`config.mk`:
```
export PLATFORM = sky130hd
export DESIGN_NAME = icache_refill
export DESIGN_NICKNAME = d
export VERILOG_FILES = /design/src/rtl/icache_refill_pkg.sv /design/src/rtl/icache_refill_byte_collector.sv /design/src/rtl/icache_refill.sv
export SDC_FILE = /design/constraint.sdc
export NUM_CORES = 1
export LEC_CHECK = 0
export ABC_AREA = 1
export CORE_ASPECT_RATIO = 0.75
export CORE_UTILIZATION = 45
export CTS_CLUSTER_DIAMETER = 80
export DETAILED_ROUTE_END_ITERATION = 16
export GPL_TIMING_DRIVEN = 0
export PLACE_DENSITY = 0.89
export SLEW_MARGIN = 15
export SYNTH_ARGS = -nofsm -noshare
export SYNTH_HDL_FRONTEND = slang
export SYNTH_SLANG_ARGS = --single-unit
```
`constraint.sdc`:
```
create_clock -name clk -period 3.6 [get_ports clk]
set_input_delay 0.9 -clock clk [delete_from_list [all_inputs] [get_ports clk]]
set_output_delay 0.9 -clock clk [all_outputs]
set_load 0.01 [all_outputs]
```
`src/rtl/icache_refill_pkg.sv`:
```
// Shared types for the instruction-cache refill engine: refill FSM
// states, bus widths and the byte-slot helper used by the collector.
package icache_refill_pkg;

    localparam int ADDR_W_DEF  = 32;
    localparam int INDEX_W_DEF = 7;
    localparam int BYTE_W      = 8;
    localparam int WORD_W      = 32;

    typedef logic [BYTE_W-1:0] byte_t;
    typedef logic [WORD_W-1:0] word_t;

    typedef enum logic [2:0] {
        S_IDLE,
        S_REQ,
        S_READ,
        S_WAIT,
        S_FILL
    } refill_state_t;

    // Memory returns a byte one cycle after its address, so the slot
    // being written is always one behind the issue counter. In WAIT the
    // counter has wrapped to 0, which lands byte 3 in slot 3.
    function automatic logic [1:0] prev_slot(input logic [1:0] cnt);
        return cnt - 2'd1;
    endfunction

endpackage

```
`src/rtl/icache_refill_byte_collector.sv`:
```
// Byte counter and little-endian word assembly for one refill.
// Ports: clk, rst (sync, active-high); i_clear resets the counter;
//  i_issue advances it; i_sample stores i_byte in the slot one behind
//  the counter; o_cnt is the byte offset being issued; o_last flags
//  the final byte; o_word is the assembled instruction.
module icache_refill_byte_collector
    import icache_refill_pkg::*;
(
    input  logic        clk,
    input  logic        rst,
    input  logic        i_clear,
    input  logic        i_issue,
    input  logic        i_sample,
    input  logic [7:0]  i_byte,
    output logic [1:0]  o_cnt,
    output logic        o_last,
    output logic [31:0] o_word
);

    logic [1:0]  r_cnt;
    word_t       r_word;
    logic [1:0]  w_slot;

    assign w_slot = prev_slot(r_cnt);
    assign o_cnt  = r_cnt;
    assign o_last = (r_cnt == 2'd3);
    assign o_word = r_word;

    always_ff @(posedge clk) begin
        if (rst) begin
            r_cnt  <= 2'd0;
            r_word <= '0;
        end else begin
            if (i_clear)
                r_cnt <= 2'd0;
            else if (i_issue)
                r_cnt <= r_cnt + 2'd1;
            if (i_sample)
                r_word[{w_slot, 3'b000} +: BYTE_W] <= i_byte;
        end
    end

endmodule

```
`src/rtl/icache_refill.sv`:
```
// Instruction-cache miss handler: fetches the missing word byte by byte
// over the shared memory bus, writes it into the cache, returns it.
// Ports: clk, rst (sync, active-high); miss_valid/miss_addr/flush from
//  fetch; inst_valid/inst_data back to fetch; arb_req/arb_gnt to the
//  arbiter; mem_a/mem_wr/mem_din byte bus; write_bit/write_index/
//  write_tag/write_data cache write port.
module icache_refill
    import icache_refill_pkg::*;
#(
    parameter int ADDR_W  = ADDR_W_DEF,
    parameter int INDEX_W = INDEX_W_DEF
) (
    input  logic                        clk,
    input  logic                        rst,
    input  logic                        miss_valid,
    input  logic [ADDR_W-1:0]           miss_addr,
    input  logic                        flush,
    output logic                        inst_valid,
    output logic [31:0]                 inst_data,
    output logic                        arb_req,
    input  logic                        arb_gnt,
    output logic [ADDR_W-1:0]           mem_a,
    output logic                        mem_wr,
    input  logic [7:0]                  mem_din,
    output logic                        write_bit,
    output logic [INDEX_W-1:0]          write_index,
    output logic [ADDR_W-INDEX_W-3:0]   write_tag,
    output logic [31:0]                 write_data
);

    localparam int WA_W  = ADDR_W - 2;
    localparam int TAG_W = ADDR_W - INDEX_W - 2;

    refill_state_t       r_state;
    refill_state_t       w_state_nxt;
    logic [WA_W-1:0]     r_addr;
    logic                r_arb_req;
    logic                r_inst_valid;
    logic                r_write_bit;
    word_t               r_inst_data;
    logic [INDEX_W-1:0]  r_write_index;
    logic [TAG_W-1:0]    r_write_tag;

    logic                w_accept;
    logic                w_clear;
    logic                w_issue;
    logic                w_sample;
    logic                w_fill;
    logic                w_req_nxt;
    logic                w_valid_nxt;
    logic [ADDR_W-1:0]   w_mem_a;
    logic [1:0]          w_cnt;
    logic                w_last;
    word_t               w_word;
    logic                w_unused_lsb;

    assign w_unused_lsb = &{1'b0, miss_addr[1:0]};

    // The requester may still hold miss_valid while the result pulse is
    // out; the word is in the cache by then, so that is not a new miss.
    assign w_accept = (r_state == S_IDLE) && miss_valid && !flush &&
                      !r_inst_valid && !r_write_bit;

    icache_refill_byte_collector u_collector (
        .clk      (clk),
        .rst      (rst),
        .i_clear  (w_clear),
        .i_issue  (w_issue),
        .i_sample (w_sample),
        .i_byte   (mem_din),
        .o_cnt    (w_cnt),
        .o_last   (w_last),
        .o_word   (w_word)
    );

    always_ff @(posedge clk) begin
        if (rst)
            r_state <= S_IDLE;
        else
            r_state <= w_state_nxt;
    end

    always_comb begin
        w_state_nxt = r_state;
        unique case (r_state)
            S_IDLE: begin
                if (w_accept)
                    w_state_nxt = S_REQ;
            end
            S_REQ: begin
                if (flush)
                    w_state_nxt = S_IDLE;
                else if (arb_gnt)
                    w_state_nxt = S_READ;
            end
            S_READ: begin
                if (flush)
                    w_state_nxt = S_IDLE;
                else if (w_last)
                    w_state_nxt = S_WAIT;
            end
            S_WAIT: begin
                w_state_nxt = flush ? S_IDLE : S_FILL;
            end
            S_FILL: begin
                w_state_nxt = S_IDLE;
            end
            default: begin
                w_state_nxt = S_IDLE;
            end
        endcase
    end

    always_comb begin
        w_clear     = (r_state == S_REQ);
        w_issue     = (r_state == S_READ);
        w_sample    = ((r_state == S_READ) && (w_cnt != 2'd0)) ||
                      (r_state == S_WAIT);
        w_fill      = (r_state == S_FILL);
        // A flush during FILL still commits the write: the bytes are
        // genuine memory contents, only the fetch response is dropped.
        w_valid_nxt = w_fill && !flush;
        w_req_nxt   = (w_state_nxt == S_REQ) || (w_state_nxt == S_READ);
        w_mem_a     = '0;
        if (r_state == S_READ)
            w_mem_a = {r_addr, w_cnt};
    end

    always_ff @(posedge clk) begin
        if (rst) begin
            r_addr        <= '0;
            r_arb_req     <= 1'b0;
            r_inst_valid  <= 1'b0;
            r_write_bit   <= 1'b0;
            r_inst_data   <= '0;
            r_write_index <= '0;
            r_write_tag   <= '0;
        end else begin
            if (w_accept)
                r_addr <= miss_addr[ADDR_W-1:2];
            r_arb_req    <= w_req_nxt;
            r_inst_valid <= w_valid_nxt;
            r_write_bit  <= w_fill;
            if (w_fill) begin
                r_inst_data   <= w_word;
                r_write_index <= r_addr[INDEX_W-1:0];
                r_write_tag   <= r_addr[WA_W-1:INDEX_W];
            end
        end
    end

    assign inst_valid  = r_inst_valid;
    assign inst_data   = r_inst_data;
    assign arb_req     = r_arb_req;
    assign mem_a       = w_mem_a;
    assign mem_wr      = 1'b0;
    assign write_bit   = r_write_bit;
    assign write_index = r_write_index;
    assign write_tag   = r_write_tag;
    assign write_data  = r_inst_data;

endmodule

```
==> load_flow_metrics.sql <==
INSERT INTO impl_metrics (metric_group, metric, value, unit) VALUES
('global_routing', 'grt_pass1_vias', '4722', ''),
('clock_network', 'cts_resized', '0', ''),
('final_layout', 'number_of_diodes_added_for_antenna_fixing', '0', ''),
('placement', 'place_inst', '992', ''),
('clock_network', 'cts_htree_levels', '4', ''),
('sta', 'final_max_slew_viol_count', '0', ''),
('floorplanning', 'die_height', '95.4', 'um'),
('sta', 'max_clock_freq', '308', 'MHz'),
('clock_network', 'postCtsSetupRepairBufs', '0', ''),
('worst_hold_path', 'hp_class', 'reg -> reg', ''),
('logic_synthesis', 'yosysSeqAreaShare', '0.504', ''),
('floorplanning', 'die_w', '127', 'um'),
('logic_synthesis', 'synth-adder-area-share', '0.00955', ''),
('final_layout', 'ff_latch_area', '0.00264', 'sq mm'),
('worst_setup_path', 'startpoint', 'r_state[2]', ''),
('final_layout', 'finalNonFillerCells', '1024', ''),
('sta', 'final.setup.worst_slack', '0.353', 'ns'),
('logic_synthesis', 'ys_seq_elements', '132', ''),
('global_routing', 'grt_start_max_net_pins', '17', ''),
('clock_network', 'clockBufferDepth', '2', ''),
('flow_run', 'cap_viol_max_count', '0', ''),
('floorplanning', 'fp-row-count', '33', ''),
('clock_network', 'numCtsBuffers', '17', ''),
('worst_setup_path', 'startpoint_type', 'register', ''),
('logic_synthesis', 'syn_area_per_cell', '7.69', 'sq um'),
('floorplanning', 'core_area', '0.0111', 'sq mm'),
('sta', 'final.min_clock_period', '3.25', 'ns'),
('global_routing', 'grt.busiest_layer', 'met2', ''),
('logic_synthesis', 'postSynthNetCount', '730', ''),
('logic_synthesis', 'synth_cell_type_count', '26', ''),
('sta', 'setup_viol', '0', ''),
('routing', 'drt_wl_total', '15.1', 'mm'),
('global_routing', 'wire_length_of_the_first_global_routing_pass', '23.4', 'mm'),
('worst_hold_path', 'hold_wc_startpoint', 'u_collector.o_word[12]', ''),
('global_routing', 'globalRouteTotalUtil', '0.252', ''),
('clock_network', 'cts_tree', 'built', ''),
('clock_network', 'cts.hold.buffers_added', '0', ''),
('placement', 'dpl.hpwl', '10.6', 'mm'),
('final_layout', 'layout-drive-gt1-share', '0.107', ''),
('power', 'peakVddDrop', '0.398', 'mV'),
('logic_synthesis', 'synthMuxAreaShare', '0', ''),
('routing', 'dr.first_iter.drc_count', '443', ''),
('global_routing', 'use_met3', '0.0612', ''),
('power', 'p_leak', '0.00307', 'uW'),
('worst_setup_path', 'data_required_time_of_the_worst_path', '2.70', 'ns'),
('logic_synthesis', 'yosysWarnings', '0', ''),
('routing', 'drt-wirelength-per-cell', '14.8', 'um'),
('global_routing', 'globalRouteMet1Util', '0.333', ''),
('worst_setup_path', 'worstSetupPathType', 'reg -> out', ''),
('sta', 'grt_setup_unrepaired', 'no', ''),
('sta', 'setup-tns-final', '0', 'ns'),
('worst_setup_path', 'reg2reg_slack', '1.83', 'ns'),
('sta', 'worstMarginPinSlew', '0.581', 'ns'),
('placement', 'port_buffers', '171', ''),
('worst_setup_path', 'critPathCaptureType', 'output pin', ''),
('run_status', 'outcome', 'completed', ''),
('routing', 'route.detailed.vias_per_inst', '5.06', ''),
('logic_synthesis', 'synthXorXnorAreaFrac', '0', ''),
('logic_synthesis', 'yosys.area_share.simple', '0.154', ''),
('placement', 'pre_cts_setup_slack', '0.845', 'ns'),
('logic_synthesis', 'synth_top_family_by_area', 'compound AO/OA/AOI/OAI gates', ''),
('clock_network', 'numClockSinks', '132', ''),
('logic_synthesis', 'synth_cells', '681', ''),
('sta', 'slew_headroom', '0.613', ''),
('sta', 'final-hold-violation-count', '0', ''),
('sta', 'timing.final.crit_share', '0.902', ''),
('logic_synthesis', 'synth.cell_area', '0.00524', 'sq mm'),
('final_layout', 'multiInputGateArea', '0.00192', 'sq mm'),
('floorplanning', 'design.die.area', '0.0121', 'sq mm'),
('routing', 'drc', '0', ''),
('logic_synthesis', 'synth-compound-area-share', '0.202', '');
-- worst max-delay path, stage by stage (launching register included) --
cell and delay [ns]:
dfxtp_1 0.33, inv_2 0.14, nand3_1 0.34, clkbuf_1 0.36, nor2_1 0.20, clkdlybuf4s50_1 0.55
-- where the power goes --
| part | internal [uW] | switching [uW] |
|---|---|---|
| combinational | 76.4 | 104 |
| sequential | 1490 | 7.56 |
| clock | 1150 | 625 |
-- Yosys cell counts (2+ instances only) --
| library cell | number | area (sq um) |
|---|---|---|
| nand2_1 | 54 | 203 |
| nor2_2 | 2 | 12.5 |
| ha_1 | 4 | 50.1 |
| a21oi_1 | 86 | 430 |
| clkbuf_1 | 20 | 75.1 |
| nor2_1 | 125 | 469 |
| o21ai_1 | 11 | 55.1 |
| o21ai_0 | 113 | 566 |
| nor2_4 | 2 | 22.5 |
| nor3_1 | 2 | 10.0 |
| buf_4 | 40 | 300 |
| nand3_1 | 7 | 35.0 |
| buf_2 | 12 | 60.1 |
| nand2_2 | 2 | 12.5 |
| inv_2 | 4 | 15.0 |
| inv_1 | 55 | 206 |
| nand4_1 | 2 | 12.5 |
| dfxtp_1 | 132 | 2640 |
-- logic make-up after synthesis --
| kind of cell | after synthesis |
|---|---|
| and+or+nand+nor | 199 |
| adders and majority gates | 4 |
| DFF | 132 |
| other | 1 |
| buffers and inverters | 134 |
| AOI/OAI and AO/OA | 211 |
-- flip-flops by register name, summed over array words and instances, names as in the netlist --
name	cells
write_index	7
write_bit	1
u_collector.o_cnt	2
u_collector.o_word	32
r_addr	30
inst_valid	1
write_tag	23
arb_req	1
r_state	3
inst_data	32
-- layout make-up --
cell class / count / share of cell area
Sequential cell: 132 / 0.342
Multi-Input combinational cell: 415 / 0.248
Timing Repair Buffer: 171 / 0.221
Clock buffer: 22 / 0.0626
Buffer: 74 / 0.0582
Inverter: 60 / 0.0291
Tap cell: 140 / 0.0226
Clock inverter: 10 / 0.0165
-- path summary, 6_finish.rpt --
| kind | to | cells past startpoint |
|---|---|---|
| min | inst_data[12] | 2 |
| max | mem_a[2] | 5 |
| max reg2reg | u_collector.o_word[13] | 9 |
| min reg2reg | inst_data[12] | 2 |
-- cells in the final DEF (no fill, tap or decap), types with 2 or more instances in the layout --
master	count
nor3_1	2
nand4_1	2
o21ai_0	113
dfxtp_1	132
clkdlybuf4s50_1	171
clkinv_2	6
nor2_1	125
bufinv_16	3
clkbuf_16	17
a21oi_1	86
inv_1	55
clkbuf_8	4
buf_4	40
clkbuf_1	21
ha_1	4
nor2_2	2
nand2_2	2
nor2_4	2
buf_2	12
nand2_1	54
o21ai_1	11
inv_2	4
nand3_1	7
-- per-layer routing --
layer / vias to the layer above / part of all wire
met5: - / 0
met4: 0 / 0.021
met3: 37 / 0.079
met2: 229 / 0.45
met1: 2371 / 0.45
li1: 2547 / -
-- stage by stage --
stage | power (uW) | area [sq um] | util | hold slack (ns)
finish | 3450 | 7740 | 0.694 | 0.453
global route | 3550 | 7740 | 0.694 | 0.466
CTS | 3460 | 7740 | 0.694 | 0.453
detailed placement | 1700 | 7130 | 0.639 | 0.448
global placement | 1700 | 7130 | 0.639 | 0.444
floorplan | 1610 | 5240 | - | 0.430
No activity file was read; power rests on OpenSTA's default activity.
